File: config.mk
export PLATFORM = sky130hd
export DESIGN_NAME = str_fanout
export DESIGN_NICKNAME = d
export VERILOG_FILES = /design/src/rtl/str_fanout.sv
export SDC_FILE = /design/constraint.sdc
export NUM_CORES = 1
export LEC_CHECK = 0
export ABC_CLOCK_PERIOD_IN_PS = 3350
export BUFFER_PORTS_ARGS = -buffer_cell sky130_fd_sc_hd__buf_2
export CORE_UTILIZATION = 40
export DETAILED_ROUTE_END_ITERATION = 12
export MAX_ROUTING_LAYER = met4
export PLACE_DENSITY = 0.74
export RECOVER_POWER = 50
export SLEW_MARGIN = 0
export SYNTH_ARGS = -nofsm -noshare
export SYNTH_HDL_FRONTEND = slang
export SYNTH_SLANG_ARGS = --single-unit
File: constraint.sdc
create_clock -name clk -period 3.35 [get_ports clk]
set_input_delay 0.67 -clock clk [delete_from_list [all_inputs] [get_ports clk]]
set_output_delay 0.67 -clock clk [all_outputs]
set_load 0.05 [all_outputs]
File: src/rtl/str_fanout.sv
// Avalon-ST sink broadcast to two HLS call branches, each with its own FWFT FIFO.
// Optional statistics counters are built only when FANOUT_STATS_EN is defined.
module str_fanout #(
  parameter int DEPTH  = 4,
  parameter int DATA_W = 8
) (
  input  logic              clk,
  input  logic              rst,
  input  logic [DATA_W-1:0] in_data,
  input  logic              in_valid,
  input  logic              in_startofpacket,
  input  logic              in_endofpacket,
  output logic              in_ready,
  output logic              call0_valid,
  input  logic              call0_stall,
  output logic [DATA_W-1:0] symbol0_data,
  output logic              sop0_data,
  output logic              call1_valid,
  input  logic              call1_stall,
  output logic [DATA_W-1:0] symbol1_data,
  output logic              sop1_data,
  input  logic              err_clr,
  output logic              err_framing,
  output logic [31:0]       stall_cnt0,
  output logic [31:0]       stall_cnt1,
  output logic [31:0]       pkt_cnt
);
  localparam int AW = $clog2(DEPTH);
  localparam int CW = AW + 1;
  localparam int WW = DATA_W + 2;

  typedef enum logic {IDLE, IN_PKT} state_t;

  logic              rdy_q;
  logic              push;
  logic [1:0]        stall;
  logic [1:0]        valid;
  logic [1:0]        full;
  logic [1:0]        pop;
  logic [1:0]        head_sop;
  logic [DATA_W-1:0] head_data [2];
  state_t            state, state_nxt;
  logic              err_set;

  assign stall    = {call1_stall, call0_stall};
  // rdy_q keeps the sink closed during reset and opens it on the first edge after
  assign in_ready = rdy_q && !full[0] && !full[1];
  assign push     = in_valid && in_ready;

  always_ff @(posedge clk or posedge rst) begin
    if (rst) rdy_q <= 1'b0;
    else     rdy_q <= 1'b1;
  end

  for (genvar k = 0; k < 2; k++) begin : g_br
    logic [WW-1:0] mem [DEPTH];
    logic [AW-1:0] wr_ptr, rd_ptr;
    logic [CW-1:0] cnt;

    always_ff @(posedge clk or posedge rst) begin
      if (rst) begin
        wr_ptr <= '0;
        rd_ptr <= '0;
        cnt    <= '0;
      end else begin
        if (push)   wr_ptr <= wr_ptr + 1'b1;
        if (pop[k]) rd_ptr <= rd_ptr + 1'b1;
        case ({push, pop[k]})
          2'b10:   cnt <= cnt + 1'b1;
          2'b01:   cnt <= cnt - 1'b1;
          default: cnt <= cnt;
        endcase
      end
    end

    always_ff @(posedge clk) begin
      if (push) mem[wr_ptr] <= {in_startofpacket, in_endofpacket, in_data};
    end

    assign valid[k]     = (cnt != '0);
    assign full[k]      = (cnt == CW'(DEPTH));
    assign pop[k]       = valid[k] && !stall[k];
    assign head_data[k] = mem[rd_ptr][DATA_W-1:0];
    assign head_sop[k]  = mem[rd_ptr][WW-1];
  end

  assign call0_valid  = valid[0];
  assign call1_valid  = valid[1];
  assign symbol0_data = head_data[0];
  assign symbol1_data = head_data[1];
  assign sop0_data    = head_sop[0];
  assign sop1_data    = head_sop[1];

  // Framing check: an out-of-place SOP restarts the packet, the word still goes through
  always_comb begin
    state_nxt = state;
    err_set   = 1'b0;
    if (push) begin
      err_set = (state == IDLE) ? !in_startofpacket : in_startofpacket;
      if (in_startofpacket)    state_nxt = in_endofpacket ? IDLE : IN_PKT;
      else if (in_endofpacket) state_nxt = IDLE;
    end
  end

  always_ff @(posedge clk or posedge rst) begin
    if (rst) begin
      state       <= IDLE;
      err_framing <= 1'b0;
    end else begin
      state <= state_nxt;
      if (err_set)      err_framing <= 1'b1;
      else if (err_clr) err_framing <= 1'b0;
    end
  end

`ifdef FANOUT_STATS_EN
  function automatic logic [31:0] sat_inc(input logic [31:0] v);
    return (v == 32'hFFFF_FFFF) ? v : v + 32'd1;
  endfunction

  always_ff @(posedge clk or posedge rst) begin
    if (rst) begin
      stall_cnt0 <= '0;
      stall_cnt1 <= '0;
      pkt_cnt    <= '0;
    end else begin
      if (valid[0] && stall[0])     stall_cnt0 <= sat_inc(stall_cnt0);
      if (valid[1] && stall[1])     stall_cnt1 <= sat_inc(stall_cnt1);
      if (push && in_endofpacket)   pkt_cnt    <= sat_inc(pkt_cnt);
    end
  end
`else
  assign stall_cnt0 = '0;
  assign stall_cnt1 = '0;
  assign pkt_cnt    = '0;
`endif
endmodule

# == After elaboration in Yosys (flattened, before gate mapping) ==
# Memory sizes are Yosys's and may differ from the RTL's.
# Cells that the tools add are included.
# word_totals
ff_bits,17
ramBits,80
in_bits,16
elab_cells,53
memories,2
# mem_list
name,words,word_bits,read_ports,rd_ports_with_merged_regs,write_ports,line_no,text
g_br[0].mem,4,10,1,0,1,56,logic [WW-1:0] mem [DEPTH];
g_br[1].mem,4,10,1,0,1,56,
# classes
n_addsub,8
eq_ne,6
mux,11
reduce_logical,17
# op_table
op,count
$pmux 3 s2,2
$mux 1,9
$add 2x1->2 const B,4
$reduce_bool 2->1,4
$add 3x1->3 const B,2
$eq 3x3->1 const B,2
$reduce_bool 3->1,2
$sub 3x1->3 const B,2
$logic_and 1x1->1,5
$logic_not 1->1,5
$eq 2x1->1 const B,2
$eq 2x2->1 const B,2
$reduce_and 2->1,1

# == Depth between registers and ports, before layout ==
# Gate-level depths: netlist (run 1).
# depth
word_depth,7
mapped_depth,10

# == Worst setup path before layout (run 1) ==
# Ideal clock, no wire load.
# synth_timing
path_kind,reg2reg
start,register g_br[0].cnt[0]
end,register g_br[1].cnt[2]
setup_ps,79
arrival_time_ps,2154
setup_slack_ps,1117
stages_incl_launch_ff,11
synth_period_minus_slack_ps,2233
cell_sequence,dfrtp_1 or3b_1 and4_4 buf_6 inv_1 ha_1 inv_1 fa_1 xor2_1 nor2_1 xor2_1
# synth_between
elab_chain_cells,7
elab_cells_between_ends,9
cone_classes,eq/ne (3); mux (1); reduce/logical (5)
# synth_lines
element,line_no,text
from (decl),58,logic [CW-1:0] cnt;
from (signal assigned),69,2'b10: cnt <= cnt + 1'b1;
from (signal assigned),70,2'b01: cnt <= cnt - 1'b1;
from (signal assigned),71,default: cnt <= cnt;
$eq 3x3->1 (*),81,assign full[k] = (cnt == CW'(DEPTH));
$logic_not 1->1 (*),47,assign in_ready = rdy_q && !full[0] && !full[1];
$logic_and 1x1->1 (*) (2 in a row),47,
$logic_and 1x1->1 (*),48,assign push = in_valid && in_ready;
$eq 2x1->1 or $eq 2x2->1 (tied branches),68,"case ({push, pop[k]})"
$pmux 3 s2 or $reduce_bool 2->1 (tied branches),-,
to (signal assigned),69,
to (signal assigned),70,
to (signal assigned),71,
to (decl),58,
# Every way passes the cells marked *; elsewhere a longest branch is shown, timed or not.
# A chain may end at the register's enable or synchronous reset.

# == Final worst setup path (run 1) ==
# layout_timing
start,register g_br[1].rd_ptr[0]
end,output symbol1_data[1]
# layout_between
elab_chain_cells,1
# layout_lines
element,line_no,text
from (decl),57,"logic [AW-1:0] wr_ptr, rd_ptr;"
from (signal assigned),67,if (pop[k]) rd_ptr <= rd_ptr + 1'b1;
$mem_v2 4x10,-,
to (decl),20,"output logic [DATA_W-1:0] symbol1_data,"
# No other way between the ends.

==> reports/metrics.csv, run 1 <==
metric,value,unit
cp_data_required_time,2.68,ns
synthCells,279,
grt_max_degree,18,
drive_gt1_share,21.85,%
synthSimpleGateAreaFrac,3.435,%
numClockSinks,89,
synth-seq-cells,89,
fin_tns_setup,0,ns
synth.distinct_cells,27,
start_kind,register,
drtAntennaViolNets,0,
syn_area,4334,um2
hpwl,4485,um
crit_slowest_cell,dfrtp_1,
drc,0,
grt_pass1_wl,9694,um
routedWlPerCell,13.72,um
post_dp_cell_area,4285,um2
setup_viol,0,
critPathTopFamily,flip-flops,
cts-resized-gates,0,
fillCellCount,949,
max-slew-margin-rel,54.38,%
gr-total-overflow,0,
hp-class,primary input to async pin,
outcome,"finished, final reports clean",
maxCapViolations,0,
die_x,106.1,um
h-tree-depth,3,
hold_buffers,0,
leakage,1.811,nW
reg2regPathDepth,9,
ys_seq_area_share,59.70,%
start_util,41.61,%
port_buffers,37,
grt_use_total,12.18,%
ir_drop,0.0004662,V
antenna_found_initial,0,
slew_viol_final,0,
clockRootBuffer,clkbuf_8,
synth_fa_ha_area_share,3.811,%
finalInstanceArea,4488,um2
timing.hold.ws,0.4111,ns
drtPass1Iterations,4,
reg2reg_from,g_br[1].cnt[0],
ys.flop_type,edfxtp_1,
io_pins,134,
postSynthAreaPerCell,15.53,um2
num_antenna_cells,0,
worstSkewPairLatency,0.35,ns
ff2ff_setup_slack,0.73,ns
first_iter_violations,102,
postCtsSetupBuffers,0,
synthMuxAreaShare,10.51,%
synth_xor_area_share,2.973,%
finalWirelength,6326,um
gp_congestion,0.6838,
end_kind,output pin,
yosysWarnings,0,
area_growth,3.551,%
power,4.057,mW
core,10420,um2
regToRegEndpoint,g_br[0].cnt[2],
tightestPinTransition,0.6836,ns
die_h,106.1,um
path_clk_slew,0.08,ns
crit_buf_inv,1,
crit_arrival,1.98,ns
power_density,903.9,nW/um2
final_nets,348,
max_stage_delay,0.78,ns
crit_chain,mux4_2 > buf_2,
first_global_vias,1854,
finClkSkew,0.007280,ns
hold_viol,0,
cp_max_fo,11,
synth_top_family_by_area,buffers and inverters,
async_flop_share,19.10,%
cts_buffer_depth,2,
synth_enable_flop_cells,72,
synth_compound_area_share,0.5485,%
via_per_inst,4.180,
vias,1927,
critical_path_class,register to output pin,
dieArea,11260,um2
min_period_over_period,79.21,%
cts_tree,yes,
rows,37,
cts-buffers-inserted,9,
rsz0062_at_grt,no,
max_freq,376.8,MHz
period_minus_slack,2.654,ns
## placed cells by master (no fill, tap or decap), types with 2 or more instances in the layout
master and n:
and2_1 2, and2_4 7, buf_2 28, bufinv_16 2, clkbuf_1 9, clkbuf_8 9
conb_1 97, dfrtp_1 17, edfxtp_1 72, fa_1 2, ha_1 10, inv_1 15
inv_6 2, mux2_1 2, mux2i_1 2, mux4_2 18, nor2_1 4, nor3_1 2
nor3b_1 2, or3b_1 2, xnor2_1 2, xnor2_2 2, xor2_1 9
## flip-flops by register name, indices dropped and copies added, names as in the netlist
signal / count
g_br.cnt: 6
g_br.mem: 72
g_br.rd_ptr: 4
state: 1
g_br.wr_ptr: 4
rdy_q: 1
err_framing: 1
## final cells by class
cell class | count | area [um2] | share of cell area (%)
Inverter | 15 | 56.30 | 1.255
Timing Repair Buffer | 37 | 173.9 | 3.875
Sequential cell | 89 | 2587 | 57.65
Multi-Input combinational cell | 168 | 1276 | 28.44
Tap cell | 136 | 170.2 | 3.791
Clock inverter | 7 | 100.1 | 2.230
Clock buffer | 9 | 123.9 | 2.760
## synthesized netlist by cell type (4+ instances only)
master / instances / area share, %
buf_4: 96 / 17
edfxtp_1: 72 / 50
mux4_2: 18 / 9.4
dfrtp_1: 17 / 9.8
inv_1: 15 / 1.3
ha_1: 10 / 2.9
xor2_1: 9 / 1.8
and2_4: 7 / 1.4
nor2_1: 4 / 0.35
## power breakdown
| part | internal, mW | leakage (nW) | switching (mW) | total (mW) |
|---|---|---|---|---|
| Sequential | 1.40 | 0.852 | 0.210 | 1.61 |
| Clock | 0.428 | 0.110 | 0.382 | 0.810 |
| Combinational | 0.505 | 0.848 | 1.13 | 1.64 |
## stage by stage
| step | util (%) | instances | worst slack [ns] |
|---|---|---|---|
| 2_1_floorplan | - | 374 | 1.117 |
| 3_3_place_gp | 41.14 | 445 | 1.048 |
| 3_5_place_dp | 41.14 | 445 | 0.9414 |
| 4_1_cts | 43.29 | 461 | 0.6304 |
| 5_1_grt | 43.09 | 461 | 0.5345 |
| 6_report | 43.09 | 461 | 0.6964 |
## routing by layer
metal | vias up | track usage, % | share of wire, %
met5 | - | - | 0
met2 | 73 | 20.35 | 53
met4 | 0 | 4.464 | 1.4
met1 | 980 | 14.12 | 41
met3 | 13 | 3.311 | 5.0
li1 | 861 | - | -
## cell families after synthesis
family                     Yosys count
buffers and inverters              117
DFF                                 89
muxes                               22
and+or+nand+nor                     21
xor gates and xnor gates            13
adders and majority gates           12
AOI/OAI and AO/OA                    3
other                                2
## how the worst max path moves through the flow
| stage | start | end | slack (ns) | cells after the start |
|---|---|---|---|---|
| 3_3_place_gp | g_br[1].cnt[0] | g_br[0].cnt[2] | 1.05 | 9 |
| 5_1_grt | g_br[1].cnt[0] | g_br[1].cnt[2] | 0.53 | 9 |
| 2_1_floorplan | g_br[0].cnt[0] | g_br[1].cnt[2] | 1.12 | 10 |
| 4_1_cts | g_br[1].rd_ptr[0] | symbol1_data[1] | 0.63 | 2 |
| 3_5_place_dp | g_br[1].cnt[0] | g_br[0].cnt[2] | 0.94 | 9 |
| 6_report | g_br[1].rd_ptr[0] | symbol1_data[1] | 0.70 | 2 |
(Power assumes the default switching activity.)
==> inputs of run 2 (changes only) <==
- ABC_CLOCK_PERIOD_IN_PS: 3350 -> 2500
- clock period: 3.35 -> 2.5 ns (I/O delays scaled with it)
==> reports/metrics.csv, run 2 (synthesized netlist as in run 1, its figures left out) <==
metric,value,unit
outcome,"finished, final reports clean",
grt_pass1_wl,9425,um
drtPass1Iterations,4,
largestRegisters,"g_br.mem x72, g_br.cnt x6",
h-tree-depth,3,
drtAntennaViolNets,0,
drc,0,
die_h,106.1,um
power_density,1183,nW/um2
grt_max_degree,18,
io_pins,134,
timing.hold.ws,0.2352,ns
clockRootBuffer,clkbuf_8,
hpwl,4416,um
hp-class,primary input to async pin,
first_iter_violations,114,
max_stage_delay,0.44,ns
crit_chain,or3b_1 > and4_4 > inv_1 > ha_1 > inv_1 > fa_1 > xor2_1 > nor2_1 > xor2_1,
reg2reg_from,g_br[0].cnt[0],
worstSkewPairLatency,0.35,ns
multi_input_area,1267,um2
port_buffers,37,
routedWlPerCell,13.11,um
cts_buffer_depth,2,
max-slew-margin-rel,54.87,%
cp_data_required_time,2.78,ns
hold_buffers,0,
period_minus_slack,2.304,ns
dieArea,11260,um2
first_global_vias,1833,
core,10420,um2
crit_buf_inv,2,
start_util,41.61,%
crit_arrival,2.58,ns
antenna_found_initial,0,
path_clk_slew,0.09,ns
ir_drop,0.0006096,V
final_cell_mix,"conb_1, edfxtp_1, buf_2",
die_x,106.1,um
leakage,1.800,nW
postCtsSetupBuffers,0,
start_kind,register,
critical_path_class,register to register,
area_growth,3.002,%
tightestPinTransition,0.6762,ns
cts-buffers-inserted,9,
final_nets,351,
min_period_over_period,92.14,%
critPathTopFamily,simple AND/OR/NAND/NOR gates,
cp_max_fo,4,
top_register,g_br.mem,
cts_tree,yes,
maxCapViolations,0,
rows,37,
hold_viol,0,
crit_slowest_cell,or3b_1,
grt_use_total,11.90,%
largest_register_ffs,72,
slew_viol_final,0,
num_antenna_cells,0,
fin_tns_setup,0,ns
setup_viol,0,
end_kind,register,
gp_congestion,0.8012,
via_per_inst,4.069,
rsz0062_at_grt,no,
gr-total-overflow,0,
fillCellCount,947,
finClkSkew,0.009797,ns
cts-resized-gates,0,
drive_gt1_share,22.56,%
vias,1888,
final_common_cell,conb_1,
crit_start,g_br[0].cnt[0],
numClockSinks,89,
max_freq,434.1,MHz
regArea,2587,um2
finalWirelength,6083,um
utilization,42.86,%
-- run 2: changes by cell type in the layout (fill, tap and decap cells not counted), moves of 2 or more --
cell and delta:
buf_4 +3, xnor2_2 -2, bufinv_16 -2, xnor2_1 +2
-- run 2: report_power, final --
part	leakage, nW	switching (mW)	internal (mW)
Combinational	0.854	1.59	0.701
Sequential	0.852	0.202	1.88
Clock	0.0934	0.528	0.380
-- run 2: final timing paths --
| path | cells past startpoint | slack, ns | end |
|---|---|---|---|
| worst max-delay path | 9 | 0.20 | g_br[0].cnt[2] |
| worst min-delay path | 2 | 0.24 | g_br[1].cnt[0] |
| worst max register to register | 9 | 0.20 | g_br[0].cnt[2] |
| worst min register to register | 1 | 0.49 | g_br[0].rd_ptr[0] |
| max in group asynchronous | 2 | 1.83 | g_br[0].wr_ptr[0] |
| min in group clk | 2 | 0.31 | state |
-- run 2: stage by stage --
step | total power, mW | std cells | cell area [um2] | worst slack, ns
6_report | 5.281 | 464 | 4464 | 0.1965
3_3_place_gp | 4.414 | 448 | 4308 | 0.3153
3_5_place_dp | 4.479 | 448 | 4308 | 0.2276
4_1_cts | 5.392 | 464 | 4496 | 0.1878
5_1_grt | 5.567 | 464 | 4464 | 0.04138
2_1_floorplan | 4.152 | 374 | 4691 | 0.2670
-- run 2: final cells by class --
type,count,share of cell area [%]
clock buffers,9,2.775
clock inverters,7,1.429
inverters,15,1.261
multi-input cells,168,28.39
flip-flops and latches,89,57.96
well taps,136,3.812
repair buffers,40,4.372
-- run 2: layer usage --
layer | vias up | routed length (um) | global-route usage (%)
met5 | - | 0 | -
met2 | 82 | 3233 | 19.14
met3 | 4 | 401 | 4.231
met4 | 0 | 35 | 2.976
met1 | 933 | 2413 | 14.35
li1 | 869 | - | -
==> inputs of run 3 (changes only) <==
--- a/config.mk
+++ b/config.mk
@@ -9,6 +9,7 @@
 export BUFFER_PORTS_ARGS = -buffer_cell sky130_fd_sc_hd__buf_2
-export CORE_UTILIZATION = 40
+export CORE_MARGIN = 1
+export CORE_UTILIZATION = 51
 export DETAILED_ROUTE_END_ITERATION = 12
 export MAX_ROUTING_LAYER = met4
-export PLACE_DENSITY = 0.74
+export PLACE_DENSITY = 0.89
 export RECOVER_POWER = 50
==> constraint.sdc (replaced) <==
create_clock -name clk -period 2.5 [get_ports clk]
set_input_delay 0.25 -clock clk [delete_from_list [all_inputs] [get_ports clk]]
set_output_delay 0.25 -clock clk [all_outputs]
set_load 0.05 [all_outputs]
==> reports/metrics.csv, run 3 (synthesized netlist as in run 1, its figures left out) <==
metric,value,unit
dr_wl_met3,391,um
end_kind,register,
via_per_inst,4.457,
finalInstanceArea,4434,um2
hp-class,primary input to register,
worstSkewPairLatency,0.35,ns
hpwl,4337,um
finClkSkew,0.01008,ns
die_h,94.19,um
setup_viol,0,
final_nets,352,
largest_register_ffs,72,
maxCapViolations,0,
largestRegisters,"g_br.mem x72, g_br.cnt x6",
h-tree-depth,3,
cts_buffer_depth,2,
post_dp_cell_area,4269,um2
finalWirelength,6063,um
whs_endpoint,state,
num_antenna_cells,0,
min_period_over_period,92.94,%
cts-buffers-inserted,9,
rows,33,
dieArea,8871,um2
period_minus_slack,2.323,ns
power_density,1196,nW/um2
top_register,g_br.mem,
grt_pass1_wl,9480,um
outcome,"finished, final reports clean",
ff2ff_setup_slack,0.18,ns
regToRegEndpoint,g_br[0].cnt[2],
max_stage_delay,0.44,ns
max-slew-margin-rel,58.46,%
first_global_vias,1849,
top_layer,met4,
grt_max_degree,18,
crit_slowest_cell,or3b_1,
cp_max_fo,4,
leakage,1.806,nW
crit_chain,or3b_1 > and4_4 > inv_1 > ha_1 > inv_1 > fa_1 > xor2_1 > nor2_1 > xor2_1,
gp_congestion,0.7580,
cp_data_required_time,2.77,ns
postCtsSetupBuffers,0,
reg2regPathDepth,9,
io_pins,134,
path_clk_slew,0.08,ns
area_growth,2.309,%
drtAntennaViolNets,0,
slew_viol_final,0,
start_kind,register,
holdCritStartpoint,in_endofpacket,
hold_viol,0,
clockRootBuffer,clkbuf_8,
drc,0,
rsz0062_at_grt,no,
power,5.303,mW
critPathTopFamily,simple AND/OR/NAND/NOR gates,
drtPass1Iterations,4,
fin_tns_setup,0,ns
final_cell_mix,"conb_1, edfxtp_1, buf_2",
hold_depth,2,
grt_use_total,15.42,%
antenna_found_initial,0,
die_x,94.19,um
ir_drop,0.0006476,V
reg2reg_from,g_br[1].cnt[0],
tightestPinTransition,0.6224,ns
port_buffers,37,
max_freq,430.4,MHz
crit_buf_inv,2,
critical_path_class,register to register,
first_iter_violations,96,
start_util,52.75,%
numClockSinks,89,
cts_tree,yes,
fillCellCount,652,
met1_length,2528,um
met2_length,3100,um
gr-total-overflow,0,
vias,1930,
routedWlPerCell,14.00,um
core,8217,um2
drive_gt1_share,21.65,%
final_common_cell,conb_1,
crit_arrival,2.59,ns
run 3: worst max-delay path by stage:
stage / start / to / slack (ns) / depth (start not counted)
2_1_floorplan: g_br[0].cnt[0] / g_br[1].cnt[2] / 0.27 / 10
3_3_place_gp: g_br[0].cnt[0] / g_br[1].cnt[2] / 0.33 / 9
3_5_place_dp: g_br[1].cnt[0] / g_br[0].cnt[2] / 0.18 / 9
4_1_cts: g_br[1].cnt[0] / g_br[0].cnt[2] / 0.17 / 9
5_1_grt: g_br[0].cnt[0] / g_br[0].cnt[2] / 0.05 / 9
6_report: g_br[1].cnt[0] / g_br[0].cnt[2] / 0.18 / 9
run 3: timing repair:
action | in CTS | in global routing
hold endpoints to repair | 17 | 0
hold buffers | 1 | 0
resized for setup | 0 | 0
run 3: power breakdown:
part | leakage, nW | internal [mW] | switching [mW] | total, mW
Combinational | 0.860 | 0.707 | 1.53 | 2.23
Sequential | 0.852 | 1.88 | 0.280 | 2.16
Clock | 0.0941 | 0.451 | 0.461 | 0.912
Total | 1.81 | 3.03 | 2.27 | 5.30
run 3: worst reg2reg max path, delay by kind of cell (launching register included):
kind / cells / cell delay, ns
adder cells (fa/ha/maj): 2 / 0.58
XOR/XNOR: 2 / 0.33
flip-flops: 1 / 0.42
AND/OR/NAND/NOR: 3 / 0.76
buffers and inverters: 2 / 0.18
run 3: routing by layer:
layer / vias up / global-route usage (%)
li1: 869 / -
met1: 964 / 19.42
met2: 91 / 23.79
met3: 6 / 5.259
met4: 0 / 4.487
met5: - / -
run 3: layout make-up:
cell class	count	area, um2	area share, %
Multi-Input combinational cell	168	1271	28.67
Sequential cell	89	2587	58.35
Tap cell	105	131.4	2.963
Inverter	15	56.30	1.270
Clock buffer	9	123.9	2.793
Clock inverter	6	60.06	1.354
Timing Repair Buffer	41	203.9	4.599
run 3: through the flow:
step	hold slack (ns)	std cells	worst slack [ns]	utilization, %
floorplan	0.1761	374	0.2670	-
global placement	0.3490	417	0.3254	51.96
detailed placement	0.3625	417	0.1844	51.96
CTS	0.04645	433	0.1724	54.32
global route	0.05402	433	0.04858	53.97
finish	0.06475	433	0.1765	53.97
